## src/rtl/cursor_control.sv

```systemverilog
// VT52 cursor state: position registers, two-way round-robin update arbiter,
// and vblank-driven blink phase for the character renderer.
module cursor_control #(
    parameter int unsigned COLS       = 80,
    parameter int unsigned ROWS       = 24,
    parameter int unsigned COL_BITS   = 7,
    parameter int unsigned ROW_BITS   = 5,
    parameter int unsigned BLINK_BITS = 6
) (
    input  logic                clk,
    input  logic                reset,
    input  logic                vblank,
    input  logic                cmd_valid,
    input  logic                cmd_rel,
    input  logic [ROW_BITS-1:0] cmd_row,
    input  logic [COL_BITS-1:0] cmd_col,
    output logic                cmd_ready,
    input  logic                scroll_valid,
    input  logic                scroll_up,
    output logic                scroll_ready,
    input  logic                cursor_enable,
    input  logic                blink_enable,
    output logic [ROW_BITS-1:0] cursor_row,
    output logic [COL_BITS-1:0] cursor_col,
    output logic                cursor_visible,
    output logic                moved
);

    // Two guard bits keep the largest position plus the largest delta from wrapping.
    localparam int unsigned RW = ROW_BITS + 2;
    localparam int unsigned CW = COL_BITS + 2;
    localparam logic [ROW_BITS-1:0] ROW_MAX = ROW_BITS'(ROWS - 1);
    localparam logic [COL_BITS-1:0] COL_MAX = COL_BITS'(COLS - 1);

    typedef enum logic {
        IDLE  = 1'b0,
        APPLY = 1'b1
    } state_t;

    state_t                state;
    state_t                state_nx;
    logic                  last_scroll;
    logic                  grant_cmd;
    logic                  grant_scr;

    logic                  req_scroll;
    logic                  req_rel;
    logic                  req_up;
    logic [ROW_BITS-1:0]   req_row;
    logic [COL_BITS-1:0]   req_col;

    logic [RW-1:0]         row_dlt;
    logic [CW-1:0]         col_dlt;
    logic [RW-1:0]         row_sum;
    logic [CW-1:0]         col_sum;
    logic [ROW_BITS-1:0]   row_nx;
    logic [COL_BITS-1:0]   col_nx;

    logic                  vblank_q;
    logic [BLINK_BITS-1:0] blink_cnt;
    logic                  blink_on;

    // Round-robin grant: on a tie the requester not served last wins.
    always_comb begin
        grant_cmd = 1'b0;
        grant_scr = 1'b0;
        if (state == IDLE) begin
            grant_cmd = cmd_valid && cmd_ready && (!(scroll_valid && scroll_ready) || last_scroll);
            grant_scr = scroll_valid && scroll_ready && !grant_cmd;
        end
    end

    // Next-state: a grant moves to APPLY, APPLY always lasts one cycle.
    always_comb begin
        state_nx = state;
        case (state)
            IDLE:    if (grant_cmd || grant_scr) state_nx = APPLY;
            APPLY:   state_nx = IDLE;
            default: state_nx = IDLE;
        endcase
    end

    // New position from the latched request, saturated to the screen.
    always_comb begin
        row_dlt = '0;
        col_dlt = {{2{req_col[COL_BITS-1]}}, req_col};
        row_nx  = cursor_row;
        col_nx  = cursor_col;
        if (req_scroll) begin
            row_dlt = req_up ? '1 : RW'(1);
        end else begin
            row_dlt = {{2{req_row[ROW_BITS-1]}}, req_row};
        end
        row_sum = {2'b00, cursor_row} + row_dlt;
        col_sum = {2'b00, cursor_col} + col_dlt;

        if (req_scroll || req_rel) begin
            if (row_sum[RW-1])                row_nx = '0;
            else if (row_sum > RW'(ROWS - 1)) row_nx = ROW_MAX;
            else                              row_nx = row_sum[ROW_BITS-1:0];
        end else begin
            row_nx = (req_row > ROW_MAX) ? ROW_MAX : req_row;
        end

        if (req_scroll) begin
            col_nx = cursor_col;
        end else if (req_rel) begin
            if (col_sum[CW-1])                col_nx = '0;
            else if (col_sum > CW'(COLS - 1)) col_nx = COL_MAX;
            else                              col_nx = col_sum[COL_BITS-1:0];
        end else begin
            col_nx = (req_col > COL_MAX) ? COL_MAX : req_col;
        end
    end

    // State, handshake, request latch and position registers.
    always_ff @(posedge clk or posedge reset) begin
        if (reset) begin
            state        <= IDLE;
            last_scroll  <= 1'b1;
            cmd_ready    <= 1'b0;
            scroll_ready <= 1'b0;
            moved        <= 1'b0;
            cursor_row   <= '0;
            cursor_col   <= '0;
            req_scroll   <= 1'b0;
            req_rel      <= 1'b0;
            req_up       <= 1'b0;
            req_row      <= '0;
            req_col      <= '0;
        end else begin
            state        <= state_nx;
            cmd_ready    <= (state_nx == IDLE);
            scroll_ready <= (state_nx == IDLE);
            moved        <= (state == APPLY);
            if (grant_cmd || grant_scr) begin
                req_scroll  <= grant_scr;
                req_rel     <= cmd_rel;
                req_up      <= scroll_up;
                req_row     <= cmd_row;
                req_col     <= cmd_col;
                last_scroll <= grant_scr;
            end
            if (state == APPLY) begin
                cursor_row <= row_nx;
                cursor_col <= col_nx;
            end
        end
    end

    // Blink counter: counts vblank rising edges, held at zero around a move.
    always_ff @(posedge clk or posedge reset) begin
        if (reset) begin
            vblank_q  <= 1'b0;
            blink_cnt <= '0;
        end else begin
            vblank_q <= vblank;
            if (state == APPLY || moved) begin
                blink_cnt <= '0;
            end else if (vblank && !vblank_q) begin
                blink_cnt <= blink_cnt + BLINK_BITS'(1);
            end
        end
    end

    assign blink_on       = ~blink_cnt[BLINK_BITS-1];
    assign cursor_visible = cursor_enable && (!blink_enable || blink_on);

endmodule
```

## config.mk

```make
export PLATFORM = sky130hd
export DESIGN_NAME = cursor_control
export DESIGN_NICKNAME = d
export VERILOG_FILES = /design/src/rtl/cursor_control.sv
export SDC_FILE = /design/constraint.sdc
export NUM_CORES = 1
export LEC_CHECK = 0
export ABC_AREA = 1
export ABC_CLOCK_PERIOD_IN_PS = 2800
export CAP_MARGIN = 20
export CORE_MARGIN = 3
export CORE_UTILIZATION = 54
export DETAILED_ROUTE_END_ITERATION = 10
export GPL_TIMING_DRIVEN = 0
export PLACE_DENSITY_LB_ADDON = 0.2
export SYNTH_ARGS = -nofsm -noshare
export SYNTH_HDL_FRONTEND = slang
export SYNTH_SLANG_ARGS = --single-unit
```

## constraint.sdc

```tcl
create_clock -name clk -period 2.8 [get_ports clk]
set_input_delay 0.56 -clock clk [delete_from_list [all_inputs] [get_ports clk]]
set_output_delay 0.56 -clock clk [all_outputs]
set_load 0.05 [all_outputs]
```

# Word level (Yosys, flattened, before mapping)
# Cells that the tools add are included.
# classes
n_reduce_logical,17
n_addsub,3
order_cmp,4
bitwise,4
mux,16
# op_table
cell,count
7-bit two-way mux,6
5-bit two-way mux,4
6-bit two-way mux,2
8-bit by 7-bit adder with 9-bit output,1
9-bit by 7-bit > comparator with 1-bit output (second input constant),1
5-bit by 7-bit adder with 7-bit output,1
7-bit by 5-bit > comparator with 1-bit output (second input constant),1
7-bit > comparator (second input constant),1
6-bit by 1-bit adder with 6-bit output (second input constant),1
1-bit logical AND,6
5-bit > comparator (second input constant),1
1-bit logical OR,5
1-bit logical NOT,4
1-bit inverter,4
1-bit two-way mux,3
1-bit one-hot mux with 2 select lines,1
2-bit AND reduction,1
2-bit nonzero test,1
# totals
inputBits,21
word_cells,57
regBits,38

# Depth between registers and ports, before layout
# Gate-level depths: netlist of the first run.
# logic_depth
ltp_word,11
mapped_depth,15

# Worst setup path before layout of the first run
# OpenSTA, ideal clock, no wires.
# synth_timing
path_type,input to output
startpoint,in cursor_enable
endpoint,out cursor_visible
required_ps,2240
t_arrival_ps,1699
path_buffers,0
cell_stages,1
setup_slack_ps,541
cell_sequence,a21boi_0
# synth_between
elab_chain_len,1
# synth_rtl
item,line_no,source
from (decl),21,"input logic cursor_enable,"
1-bit logical AND,167,assign cursor_visible = cursor_enable && (!blink_enable || blink_on);
to (decl),25,"output logic cursor_visible,"
# No other way between the ends.

# Worst setup path in the final report of the first run
# Ends and elaborated chain as after synthesis.

==> results of run 1 <==
-- worst min-delay path by stage --
stage | to
after global routing | moved
final | moved
after floorplan | moved
after CTS | moved
after global placement | moved
after detailed placement | moved
-- cells in the mapped netlist, types with 2 or more instances --
cell type / number
a21oi_1: 25
a31oi_1: 3
buf_2: 2
buf_4: 2
clkinv_1: 2
dfrtp_1: 37
fa_1: 2
ha_1: 15
inv_1: 46
inv_2: 4
nand2_1: 95
nand2_2: 6
nand3_1: 24
nand3b_1: 3
nand4_1: 8
nor2_1: 27
nor2_2: 3
nor2_4: 2
nor3_1: 3
o21a_1: 3
o21ai_0: 13
xor2_1: 5
-- state kept, by name, summed over array words and instances (netlist names) --
| signal | flops |
|---|---|
| scroll_ready | 1 |
| req_row | 5 |
| req_up | 1 |
| moved | 1 |
| vblank_q | 1 |
| req_rel | 1 |
| cursor_row | 5 |
| last_scroll | 1 |
| state | 1 |
| req_scroll | 1 |
| blink_cnt | 6 |
| cursor_col | 7 |
| req_col | 7 |
-- per-stage QoR --
stage | util [%] | hold WS (ns) | area (um2)
after floorplan | - | 0.3548 | 2487
after global placement | 65.99 | 0.3573 | 2913
after detailed placement | 65.99 | 0.3741 | 2913
after CTS | 68.06 | 0.3908 | 3004
after global routing | 68.06 | 0.4043 | 3004
final | 68.06 | 0.3879 | 3004
-- layout make-up --
| class | instances | share of cell area, % |
|---|---|---|
| buffer | 4 | 0.8330 |
| multi-input combinational | 245 | 43.77 |
| clock buffer | 7 | 2.874 |
| tap | 52 | 2.166 |
| sequential | 38 | 31.70 |
| inverter | 52 | 6.497 |
| timing repair buffer | 36 | 12.00 |
| clock inverter | 1 | 0.1666 |
-- layer usage --
metal / GRT usage, % / routed length (um)
met5: 0 / 0
met4: 5.835 / 44
met3: 4.378 / 303
met2: 31.50 / 2284
met1: 30.06 / 2677
-- cell families after synthesis --
| kind of cell | Yosys count |
|---|---|
| and+or+nand+nor | 173 |
| DFF | 38 |
| adders and majority gates | 17 |
| xor gates and xnor gates | 6 |
| buffers and inverters | 56 |
| AOI/OAI and AO/OA | 49 |
-- layout by cell type (no fill, tap or decap), types with 3 or more instances in the layout --
cell / count
nand2_1: 95
inv_1: 45
dfrtp_1: 37
clkdlybuf4s50_1: 36
nor2_1: 27
a21oi_1: 25
nand3_1: 24
ha_1: 15
o21ai_0: 13
nand4_1: 8
nand2_2: 6
clkbuf_8: 6
inv_2: 5
xor2_1: 5
nor2_2: 3
nor3_1: 3
nand3b_1: 3
a31oi_1: 3
o21a_1: 3
-- critical path, stage by stage --
cell             delay, ns
clkdlybuf4s50_1       0.45
a21boi_0              0.16
clkdlybuf4s50_1       0.83
==> metrics, run 1 <==
adder-cell share of the synthesized area=under 10%; post-synthesis xor/xnor area fraction=2.113%; CTS Sinks=38; Synth Net Count=377; Fin. Hold Viols=0; Chip Width=73.87 um; syn_area_per_cell=7.337 um2; hpwl dp=about 4100 um; Max-Cap Viols=0; Initial Util=56.35%; IO Count=37; Tot GR Track Use=between 20% and 30%; setup TNS=0 ns; drt drc=0; EDFF count, synth=0; post-CTS sizing=0; RR Endpoint=cursor_row[1]; die area=between 5000 and 6000 um2; total wire length=about 5300 um; Synth Area in Compound Gates=11.12%; worst reg-to-reg path cell count=11; Synth Area in Simple Gates=between 30% and 40%; Hold Startpoint=state; nets=between 400 and 500; port buffer count=36; Inserted Diodes=0; distinct cell type count after synthesis=31; slew margin rel.=49.34%; register area=952.2 um2; CTS tree=built; Placed Cells=427; R2R Path Start=req_scroll; final period utilization=about nine tenths; setup repair bufs after CTS=0; RSZ-0062 raised after global routing=no; vias in the first global route=2010; Hold/Removal Path Class=flop to flop; WP data arrival=1.99 ns; Async SR Flop Fraction=100.0%; crit end category=output port; Worst-Skew Late Latency=0.28 ns; Final setup viols=0; num rows=24; Area contributors post-synth=dfrtp_1 37%, nand2_1 14%, ha_1 7.5%, inv_1 6.9%, a21oi_1 5.0%; Critical Path Source=cursor_enable; status=complete, no violations; routability cong.=0.9051; CP endpoint=cursor_visible; die height=73.87 um; Yosys top cell area share=37.22%; Area growth syn-to-layout=20.77%; CTS Hold Bufs=0; sequential fraction of the synthesis area=38.28%; worst path required time=2.24 ns; #FFs+latches synth=38; worst slack at placement=about 0.23 ns; CP Class=input pin to output port; initial DRC count=108; clock skew=0.008508 ns; crit path max fanout=1; htree depth=2; Hold Path Cell Cnt=0; largest net degree at the start of global routing=39; CP Launch Type=input pin; Post-synth top flop=dfrtp_1; initial antenna violation count=0; first-pass GRT wire length=roughly 8900 um; vias per cell=5.205; CTS buffer count=5; main combinational cell family by area after synthesis=simple AND/OR/NAND/NOR gates; synthesized area=between 2000 and 2500 um2; overflow left after global routing=0; CTS Root Cell=clkbuf_8; clk buf depth=2; Routed Antenna Nets=0; WL/cell=12.21 um; Syn Inst Count=339; CORE AREA=4414 um2; Slew Viols, Final=0; final setup margin=roughly 0.25 ns; Synth area leader=dfrtp_1; R2R Setup Slk=0.49 ns; min Tclk post-route=2.553 ns; Clock transition at path regs=0.07 ns; share of layout cells above drive strength 1=8.094%; fillers=395; footprint of the multi-input gates=approximately 1300 um2; total vias in the final route=2264; mux contribution to synthesized area=0%; synth warn=0; Max Clock Freq=0.3917 GHz; Post-Layout Cell Count=435; DRT Pass-1 Iters=4; worst-margin pin slew=0.7588 ns
Power of run 1 is not shown: default switching activity piles up to over one toggle a cycle in this logic, so the estimate is an artifact.
==> run 2: changes to the inputs <==
Settings changed: ABC_CLOCK_PERIOD_IN_PS 2800 to 2300, CORE_UTILIZATION 54 to 49.
Clock period 2.8 ns to 2.3 ns, I/O delays scaled along.
==> run 2 against run 1 <==
- via count increased by 1.9%
- clock-buffer cell count decreased by 2
- critical path depth increased by 8
- hold slack got worse by 0.0042 ns
- sequential cell count unchanged
- die area increased by 9.4%
- critical endpoint is now cursor_row[1]
==> metrics, run 2 (synthesis gave the netlist of run 1 again) <==
first-pass GRT wire length=approximately 9500 um; crit path max fanout=6; die area=slightly below 6000 um2; slew margin rel.=49.79%; CTS Root Cell=clkbuf_8; Critical Path Source=req_scroll; Slew Viols, Final=0; Routed Antenna Nets=0; final hold slack=0.3837 ns; routability cong.=0.8621; Hold/Removal Path Class=flop to flop; drt drc=0; total vias in the final route=2307; initial antenna violation count=0; setup TNS=0 ns; met3 WL=about 280 um; WL/cell=~12 um; hpwl dp=4162 um; Chip Width=roughly 77 um; largest net degree at the start of global routing=39; CORE AREA=between 4000 and 5000 um2; clock skew=about 0.0087 ns; Final setup viols=0; CP Launch Type=flop; worst-margin pin slew=0.7520 ns; Max-Cap Viols=0; htree depth=2; Worst-Skew Late Latency=0.29 ns; commonest non-fill, non-tap cell in the layout=nand2_1; status=complete, no violations; CTS tree=built; share of layout cells above drive strength 1=9.870%; Met1 Routed Length=between 2000 and 3000 um; RR Endpoint=cursor_row[1]; die height=77.25 um; R2R Path Start=req_scroll; nets=422; Initial Util=between 50% and 60%; WP data arrival=2.29 ns; DRT Pass-1 Iters=5; vias per cell=~5.1; Clock transition at path regs=0.08 ns; Max Clock Freq=0.4715 GHz; most frequent cells in the layout=94 x nand2_1, 45 x inv_1, 36 x dfrtp_1; min Tclk post-route=2.121 ns; final period utilization=92.21%; total wire length=5438 um; R2R Setup Slk=0.18 ns; Fin. Hold Viols=0; Post-Layout Cell Count=452; Area growth syn-to-layout=23.84%; IO Count=37; num rows=25; max layer used=met4; clk buf depth=2; RSZ-0062 raised after global routing=no; CTS buffer count=5; Inserted Diodes=0; CP Class=flop to flop; fillers=~450; initial DRC count=121; met2 routed WL=2443 um; crit end category=flop; Placed Cells=~440; Top Registers=cursor_col: 7 flops, req_col: 7 flops, blink_cnt: 6 flops; CTS Hold Bufs=0; CTS Sinks=38; port buffer count=36; Tot GR Track Use=19.16%; vias in the first global route=2161; worst reg-to-reg path cell count=11; worst path required time=about 2.5 ns; overflow left after global routing=0; CP endpoint=cursor_row[1]
-- run 2: cell types whose count changed in the layout (fill, tap and decap cells not counted), sizes merged --
| cell | before | now |
|---|---|---|
| dlygate4sd2 | 0 | 1 |
| bufinv | 0 | 1 |
| clkbuf | 7 | 5 |
| buf | 4 | 6 |
| clkinv | 3 | 4 |
| clkdlybuf4s50 | 36 | 35 |
-- run 2: critical path, stage by stage (launching register included) --
cell	delay, ns
dfrtp_2	0.45
or2_4	0.27
ha_4	0.17
fa_2	0.38
nand4_1	0.12
nand3_1	0.08
nand2_1	0.07
nand2_2	0.08
nor2_4	0.14
nand3b_1	0.09
nand2_1	0.08
a21oi_1	0.06
-- run 2: worst min path at each step --
stage,from,end,cells after the start
2_1_floorplan,state,moved,0
3_3_place_gp,state,moved,0
3_5_place_dp,state,moved,0
4_1_cts,state,moved,0
5_1_grt,state,moved,0
6_report,state,moved,0
-- run 2: layer usage --
metal	up-vias	global-route usage [%]
met4	0	4.982
li1	1177	-
met3	11	4.108
met1	1053	27.29
met2	66	29.53
met5	-	0
-- run 2: area by class of cell --
type	count	area, um2	area share, %
Buffer	4	25.02	0.8123
Inverter	52	195.2	6.336
Clock inverter	3	40.04	1.300
Timing Repair Buffer	38	374.1	12.14
Clock buffer	5	68.82	2.234
Multi-Input combinational cell	245	1340	43.50
Tap cell	67	83.83	2.721
Sequential cell	38	953.4	30.95
-- run 2: per-stage QoR --
step / util (%) / instance area [um2] / setup slack (ns)
finish: 63.95 / 3080 / 0.1792
global route: 63.95 / 3080 / 0.003525
CTS: 63.09 / 3039 / 0.0005620
detailed placement: 60.86 / 2932 / -0.1052
global placement: 60.86 / 2932 / -0.04925
floorplan: - / 2487 / 0.1002
-- run 2: what timing repair did --
item	4_1_cts	5_1_grt
pin swaps	0	4
resized for setup	1	7
buffers inserted	0	2
endpoints found under the setup margin	1	7
Power of run 2 is left out for the same reason.
